`config.mk`:
```
export PLATFORM = sky130hd
export DESIGN_NAME = rom_dl_sender
export DESIGN_NICKNAME = d
export VERILOG_FILES = /design/src/rtl/rom_dl_sender.sv
export SDC_FILE = /design/constraint.sdc
export NUM_CORES = 1
export LEC_CHECK = 0
export ABC_AREA = 1
export ABC_CLOCK_PERIOD_IN_PS = 2700
export BUFFER_PORTS_ARGS = -buffer_cell sky130_fd_sc_hd__buf_4
export CAP_MARGIN = 15
export CORE_ASPECT_RATIO = 1.4
export CORE_MARGIN = 5
export CORE_UTILIZATION = 50
export CTS_CLUSTER_DIAMETER = 40
export CTS_CLUSTER_SIZE = 24
export DETAILED_ROUTE_END_ITERATION = 8
export GPL_TIMING_DRIVEN = 0
export HOLD_SLACK_MARGIN = 0.05
export PLACE_DENSITY = 0.7
export SYNTH_ARGS = -nofsm -noshare
export SYNTH_HDL_FRONTEND = slang
export SYNTH_SLANG_ARGS = --single-unit
export TNS_END_PERCENT = 5
```
`constraint.sdc`:
```
create_clock -name clk48M -period 2.7 [get_ports clk48M]
set_clock_uncertainty 0.15 [all_clocks]
set_input_delay 0.135 -clock clk48M [delete_from_list [all_inputs] [get_ports clk48M]]
set_output_delay 0.135 -clock clk48M [all_outputs]
set_load 0.1 [all_outputs]
```
`src/rtl/rom_dl_sender.sv`:
```
// Streams IMG_LEN bytes from a valid/ready source into a core's ROM download
// port, one ROMEN strobe per byte, with timeout and abort handling.
module rom_dl_sender #(
    parameter int IMG_LEN    = 163840,
    parameter int STROBE_LEN = 2,
    parameter int GAP_LEN    = 1,
    parameter int TIMEOUT    = 65535
) (
    input  logic        clk48M,
    input  logic        reset_n,
    input  logic        START,
    input  logic        ABORT,
    input  logic [7:0]  IN_DT,
    input  logic        IN_VLD,
    output logic        IN_RDY,
    output logic [17:0] ROMAD,
    output logic [7:0]  ROMDT,
    output logic        ROMEN,
    output logic        BUSY,
    output logic        DONE,
    output logic        ERR
);

    localparam int PHASE_MAX = (STROBE_LEN > GAP_LEN) ? STROBE_LEN : GAP_LEN;
    localparam int PW        = $clog2(PHASE_MAX + 1);
    localparam int TW        = $clog2(TIMEOUT + 1);

    localparam logic [17:0]   LAST_ADDR   = 18'(IMG_LEN - 1);
    localparam logic [PW-1:0] STROBE_LAST = PW'(STROBE_LEN - 1);
    localparam logic [PW-1:0] GAP_LAST    = PW'(GAP_LEN - 1);
    localparam logic [TW-1:0] IDLE_LAST   = TW'(TIMEOUT - 1);

    typedef enum logic [2:0] {
        IDLE,
        FETCH,
        STROBE,
        GAP,
        FIN
    } state_t;

    state_t        state;
    logic [17:0]   addr;
    logic [PW-1:0] phase_cnt;
    logic [TW-1:0] idle_cnt;

    // IN_RDY, BUSY and DONE are set on the edge entering a state so each
    // registered output already matches the state it describes.
    always_ff @(posedge clk48M or negedge reset_n) begin
        if (!reset_n) begin
            state     <= IDLE;
            addr      <= '0;
            phase_cnt <= '0;
            idle_cnt  <= '0;
            IN_RDY    <= 1'b0;
            ROMAD     <= '0;
            ROMDT     <= '0;
            ROMEN     <= 1'b0;
            BUSY      <= 1'b0;
            DONE      <= 1'b0;
            ERR       <= 1'b0;
        end else if (ABORT && state != IDLE) begin
            state     <= IDLE;
            phase_cnt <= '0;
            idle_cnt  <= '0;
            IN_RDY    <= 1'b0;
            ROMEN     <= 1'b0;
            BUSY      <= 1'b0;
            DONE      <= 1'b0;
            ERR       <= 1'b0;
        end else begin
            case (state)
                IDLE: begin
                    if (START && !ABORT) begin
                        addr      <= '0;
                        phase_cnt <= '0;
                        idle_cnt  <= '0;
                        DONE      <= 1'b0;
                        ERR       <= 1'b0;
                        BUSY      <= 1'b1;
                        IN_RDY    <= 1'b1;
                        state     <= FETCH;
                    end
                end
                FETCH: begin
                    if (IN_VLD && IN_RDY) begin
                        ROMDT     <= IN_DT;
                        ROMAD     <= addr;
                        ROMEN     <= 1'b1;
                        IN_RDY    <= 1'b0;
                        phase_cnt <= '0;
                        state     <= STROBE;
                    end else if (idle_cnt == IDLE_LAST) begin
                        ERR    <= 1'b1;
                        BUSY   <= 1'b0;
                        IN_RDY <= 1'b0;
                        state  <= IDLE;
                    end else begin
                        idle_cnt <= idle_cnt + 1'b1;
                    end
                end
                STROBE: begin
                    if (phase_cnt == STROBE_LAST) begin
                        ROMEN     <= 1'b0;
                        phase_cnt <= '0;
                        state     <= GAP;
                    end else begin
                        phase_cnt <= phase_cnt + 1'b1;
                    end
                end
                GAP: begin
                    if (phase_cnt == GAP_LAST) begin
                        phase_cnt <= '0;
                        if (addr == LAST_ADDR) begin
                            BUSY  <= 1'b0;
                            DONE  <= 1'b1;
                            state <= FIN;
                        end else begin
                            addr     <= addr + 18'd1;
                            idle_cnt <= '0;
                            IN_RDY   <= 1'b1;
                            state    <= FETCH;
                        end
                    end else begin
                        phase_cnt <= phase_cnt + 1'b1;
                    end
                end
                FIN: begin
                    state <= IDLE;
                end
                default: begin
                    state <= IDLE;
                end
            endcase
        end
    end

endmodule
```
; Word level (Yosys, flattened, before mapping)
; Index checks and enable logic that the tools add are counted.
[word_totals]
ff_bits = 70
inputBits = 13
out_inout_bits = 31
elab_cells = 107
[classes]
addsub = 3
n_eq_ne = 19
mux = 50
n_bitwise = 1
reduce_logical = 23
[ops]
columns = op, count
row1 = 2-to-1 mux 16 bit, 6
row2 = 2-to-1 mux 18 bit, 3
row3 = case mux 16 bit (3 select lines), 1
row4 = case mux 18 bit (2 select lines), 1
row5 = inequality test 3 bit (second input constant), 9
row6 = 2-to-1 mux 3 bit, 7
row7 = 2-to-1 mux 1 bit, 20
row8 = adder 18 x 1 -> 18 bit (second input constant), 1
row9 = == test 18 bit (second input constant), 1
row10 = adder 16 x 1 -> 16 bit (second input constant), 1
row11 = == test 16 bit (second input constant), 1
row12 = case mux 3 bit (4 select lines), 1
row13 = AND reduction 4 bit, 3
row14 = AND reduction 6 bit, 2
row15 = nonzero test 3 bit, 4
row16 = 2-to-1 mux 2 bit, 5
row17 = AND reduction 5 bit, 2
row18 = AND reduction 3 bit, 3
row19 = case mux 2 bit (4 select lines), 1
row20 = == test 3 x 2 -> 1 bit (second input constant), 2
row21 = inequality test 2 bit (second input constant), 3
row22 = case mux 1 bit (2 select lines), 3
row23 = case mux 1 bit (3 select lines), 2
row24 = nonzero test 5 bit, 1
row25 = other kinds (11), 13

; Logic depth before layout (Yosys ltp)
[logic_depth]
depth_word = 5
ltp_mapped = 12
ltp_nobuf = 11

; Worst setup path before layout
; OpenSTA, ideal clock, no wires.
[synth_timing]
path_type = flip-flop to flip-flop
start = register IN_RDY
end = register idle_cnt[8]
arrival_time_ns = 1.887
required_ns = 2.433
setup_slack_ns = 0.547
stages_incl_launch_ff = 11
path_buffers = 1
path_cell_list = dfrtp_1 nand2_1 inv_1 nand2_1 nor2_2 nor2_4 nand2_2 nor2_4 buf_6 nand2_1 nand2_1
[synth_between]
elab_chain_len = 3
[synth_rtl]
columns = item, line
row1 = "start, declared", 15  ; output logic IN_RDY,
row2 = "start signal, assigned", 54  ; IN_RDY <= 1'b0;
row3 = "start signal, assigned", 65  ; IN_RDY <= 1'b0;
row4 = "start signal, assigned", 80  ; IN_RDY <= 1'b1;
row5 = logical AND 1 bit, 85  ; if (IN_VLD && IN_RDY) begin
row6 = inequality test 3 bit (no source line), --
row7 = AND reduction 6 bit (no source line), --
row8 = "end signal, assigned", 98  ; idle_cnt <= idle_cnt + 1'b1;
row9 = "end, declared", 44  ; logic [TW-1:0] idle_cnt;
; No other way between the ends.
; A chain may end at the register's enable or synchronous reset.

; Final worst setup path
[layout_timing]
start = register addr[0]
end = register addr[5]
[layout_between]
elab_chain_len = 4
elab_cells_between_ends = 7
classes_between = add/sub (1) / eq/ne (2) / mux (3) / reduce/logical (1)
[layout_rtl]
columns = item, line
row1 = "start, declared", 42  ; logic [17:0] addr;
row2 = "start signal, assigned", 118  ; addr <= addr + 18'd1;
row3 = adder 18 x 1 -> 18 bit, 118
row4 = 2-to-1 mux 18 bit, 113  ; if (addr == LAST_ADDR) begin
row5 = 2-to-1 mux 18 bit, 111  ; if (phase_cnt == GAP_LAST) begin
row6 = case mux 18 bit (2 select lines), 71  ; case (state)
; Parallel ways exist; a longest one is shown, timed or not. The select of a mux whose other input is x is not followed.

==> results.sh <==
export IMPL_detailedRoute_firstIterationViolations=151
export IMPL_fp_dieArea_um2=9600
export IMPL_count_of_warnings_emitted_by_yosys=0
export IMPL_critical_path_required_ps=2840
export IMPL_port_buffers=43
export IMPL_critPathMaxFanout=10
export IMPL_syn_avg_cell_area_um2=7.20
export IMPL_place_congestion=0.848
export IMPL_cts_path_max_buffers=2
export IMPL_total_switching_power_uw=1740
export IMPL_hold_viol_final=0
export IMPL_floorplan_rows=38
export IMPL_tightest_slew_ps=893
export IMPL_worst_setup_hold_path_clk_slew_ps=70
export IMPL_finalCritPeriodShare=0.812
export IMPL_final_nets=619
export IMPL_core_area_um2=7650
export IMPL_effective_utilization_at_floorplan=0.504
export IMPL_dieHeight_um=114
export IMPL_antenna_found_initial=0
export IMPL_area_growth_syn_to_layout_pct=19.1
export IMPL_synthDistinctLibCells=31
export IMPL_postLayoutCellArea_um2=4590
export IMPL_rsz0062_at_grt="no"
export IMPL_maxClockFrequency_ghz=0.456
export IMPL_yosysSeqAreaShare=0.454
export IMPL_share_clk_of_total_power=0.222
export IMPL_hpwl_um=6580
export IMPL_max_cap_violations=0
export IMPL_crit_path_cell_trace="ha_1 -> nand3_1 -> nor2_2 -> nand4_2 -> o21bai_4 -> buf_4 -> nand2_1 -> nand2_1"
export IMPL_cp_start_kind="flip-flop"
export IMPL_top_level_ports=44
export IMPL_ir_worst_vdd_mv=0.489
export IMPL_holdCritPathClass="input port to flip-flop"
export IMPL_clock_insertion_delay_worst_skew_ps=350
export IMPL_drtAntennaViolNets=0
export IMPL_globalRoute_totalOverflow=0
export IMPL_synth_edf_count=0
export IMPL_critical_path_slowest_cell="sky130_fd_sc_hd__dfrtp_1"
export IMPL_cts_repair_resize_count=0
export IMPL_report_power_total_uw=3790
export IMPL_period_minus_slack_ps=2190
export IMPL_flip_flop_and_latch_count_after_synthesis=70
export IMPL_power_share_sequential=0.329
export IMPL_postSynthCellCount=536
export IMPL_antenna_diode_count=0
export IMPL_finalMaxSlewViolations=0
export IMPL_hold_slack_ps=160
export IMPL_clock_sink_count=70
export IMPL_timing_critical_path_arrival_ps=2330
export IMPL_slew_headroom=0.405
export IMPL_power_per_cell_area_nw_per_um2=825
export IMPL_cts_root_buffer_cell="sky130_fd_sc_hd__clkbuf_8"
export IMPL_p_comb_frac=0.448
export IMPL_fill_cells=723
export IMPL_drive_gt1_frac=0.148
export IMPL_synth_area_leader_cell="sky130_fd_sc_hd__dfrtp_1"
export IMPL_dpl_cell_area_um2=4310
export IMPL_setup_worst_path_class="flip-flop to flip-flop"
export IMPL_synth_main_ff_cell="sky130_fd_sc_hd__dfrtp_1"
export IMPL_grtUsageTotal=0.204
export IMPL_synth_top_area_share=0.454
export IMPL_switching_share=0.459
export IMPL_yosys_top_cells_area="sky130_fd_sc_hd__dfrtp_1 (45%), sky130_fd_sc_hd__nand2_1 (22%), sky130_fd_sc_hd__inv_1 (5.1%), sky130_fd_sc_hd__nor2_1 (4.4%), sky130_fd_sc_hd__nand3_1 (3.8%)"
export IMPL_tritoncts_clock_tree="built"
export IMPL_die_width_um=84.2
export IMPL_postLayoutCoreUtil=0.600
export IMPL_timing_critical_path_to_type="flip-flop"
export IMPL_numCtsBuffers=9
export IMPL_vias_per_cell=5.08
export IMPL_cts_htree_levels=3
export IMPL_remaining_drc_errors=0
export IMPL_firstDrtPassIters=4
export IMPL_synthArstFlopShare=1.00
export IMPL_grt_first_pass_wirelength_um=15700
export IMPL_cellInternalPower_uw=2050
export IMPL_drt_wirelength_per_cell_um=12.9
export IMPL_outcome="complete, no violations"
export IMPL_final_setup_tns_ps=0
export IMPL_slowest_delay_ps=410
export IMPL_worst_path_most_repeated_cell="sky130_fd_sc_hd__nand2_1"
export IMPL_synthMostInstantiatedCell="sky130_fd_sc_hd__nand2_1"
export IMPL_leakagePower_uw=0.00242
export IMPL_postCtsSetupBuffers=0
export IMPL_postSynthNetCount=555
export IMPL_yosys_top_cells_count="sky130_fd_sc_hd__nand2_1 (228), sky130_fd_sc_hd__dfrtp_1 (70), sky130_fd_sc_hd__inv_1 (52)"
export IMPL_grt_pass1_vias=3547
export IMPL_via_count=3568
export IMPL_grt_max_degree=71
export IMPL_setup_viol=0
export IMPL_postRouteWirelength_um=9100
export IMPL_syn_cell_area_um2=3860
sequential cells by signal (all words and copies together), names as in the netlist:
| signal | cells |
|---|---|
| ROMAD | 18 |
| addr | 18 |
| idle_cnt | 16 |
| ROMDT | 8 |
| state | 3 |
| phase_cnt | 2 |
| BUSY | 1 |
| DONE | 1 |
| ERR | 1 |
| IN_RDY | 1 |
| ROMEN | 1 |
per-stage QoR:
stage                     cells  setup WS [ps]
after detailed placement    679            528
after CTS                   703            508
final                       703            508
after global routing        703            318
after floorplan             536            547
after global placement      679            582
worst max-delay path: cells and delay by family (launching register included):
| family | cells | cell delay (ps) |
|---|---|---|
| buf+inv | 1 | 240 |
| compound gates | 1 | 350 |
| flops | 1 | 410 |
| simple gates | 5 | 760 |
| fa+ha+maj | 1 | 210 |
path summary, 6_finish.rpt:
| kind | start | to | slack (ps) | cells after the start |
|---|---|---|---|---|
| hold / removal | IN_VLD | phase_cnt[0] | 160 | 4 |
| setup reg to reg | addr[0] | addr[5] | 510 | 8 |
| max in group asynchronous | reset_n | ROMAD[6] | 1520 | 2 |
| setup / recovery | addr[0] | addr[5] | 510 | 8 |
| min in group asynchronous | reset_n | phase_cnt[1] | 260 | 2 |
| hold reg to reg | ROMDT[4] | ROMDT[4] | 330 | 2 |
routing by layer:
metal / GRT usage / vias to the layer above / wire [µm]
li1: - / 1795 / -
met1: 0.221 / 1689 / 3660
met2: 0.362 / 63 / 4830
met3: 0.0513 / 21 / 301
met4: 0.109 / 0 / 303
met5: 0 / - / 0
cells in the final DEF, fill, tap and decap left out, drive strengths merged:
| cell type | count |
|---|---|
| nand2 | 235 |
| dfrtp | 70 |
| inv | 57 |
| nor2 | 56 |
| buf | 49 |
| nand3 | 30 |
| o21ai | 27 |
| clkbuf | 17 |
| a21oi | 15 |
| dlygate4sd3 | 10 |
| nand4 | 9 |
| xor2 | 6 |
| ha | 6 |
| o21bai | 4 |
| nor3 | 4 |
| xnor2 | 2 |
| a31oi | 1 |
| o211ai | 1 |
| nand3b | 1 |
| or2 | 1 |
| o32ai | 1 |
| bufinv | 1 |
area by class of cell:
cell class,instances,area [µm²],area share
buffer,10,58.8,0.0128
sequential,70,1750,0.381
tap,100,125,0.0272
multi-input combinational,399,1830,0.399
clock buffer,13,159,0.0346
timing repair buffer,53,423,0.0920
clock inverter,1,30.0,0.00654
inverter,57,214,0.0466
power by group through the flow:
stage | clock network (µW) | registers (µW) | logic (µW)
final | 842 | 1250 | 1700
after global routing | 911 | 1270 | 1840
after detailed placement | 0 | 1260 | 1690
after floorplan | 0 | 1800 | 747
after CTS | 870 | 1250 | 1710
after global placement | 0 | 1260 | 1670
timing repair:
action                                  4_1_cts  5_1_grt
hold buffers                                 10        0
endpoints found under the setup margin        0        0
endpoints found under the hold margin        82        0
cell families (layout without fill, tap and decap cells):
logic type      after synthesis  in the layout  synth area share
xor+xnor                      8              8            0.0182
buf+inv                      67            134            0.0707
fa+ha+maj                     6              6            0.0195
compound gates               49             49            0.0710
simple gates                336            336             0.367
flops                        70             70             0.454
Note: power is estimated with default switching activity, not from simulation.
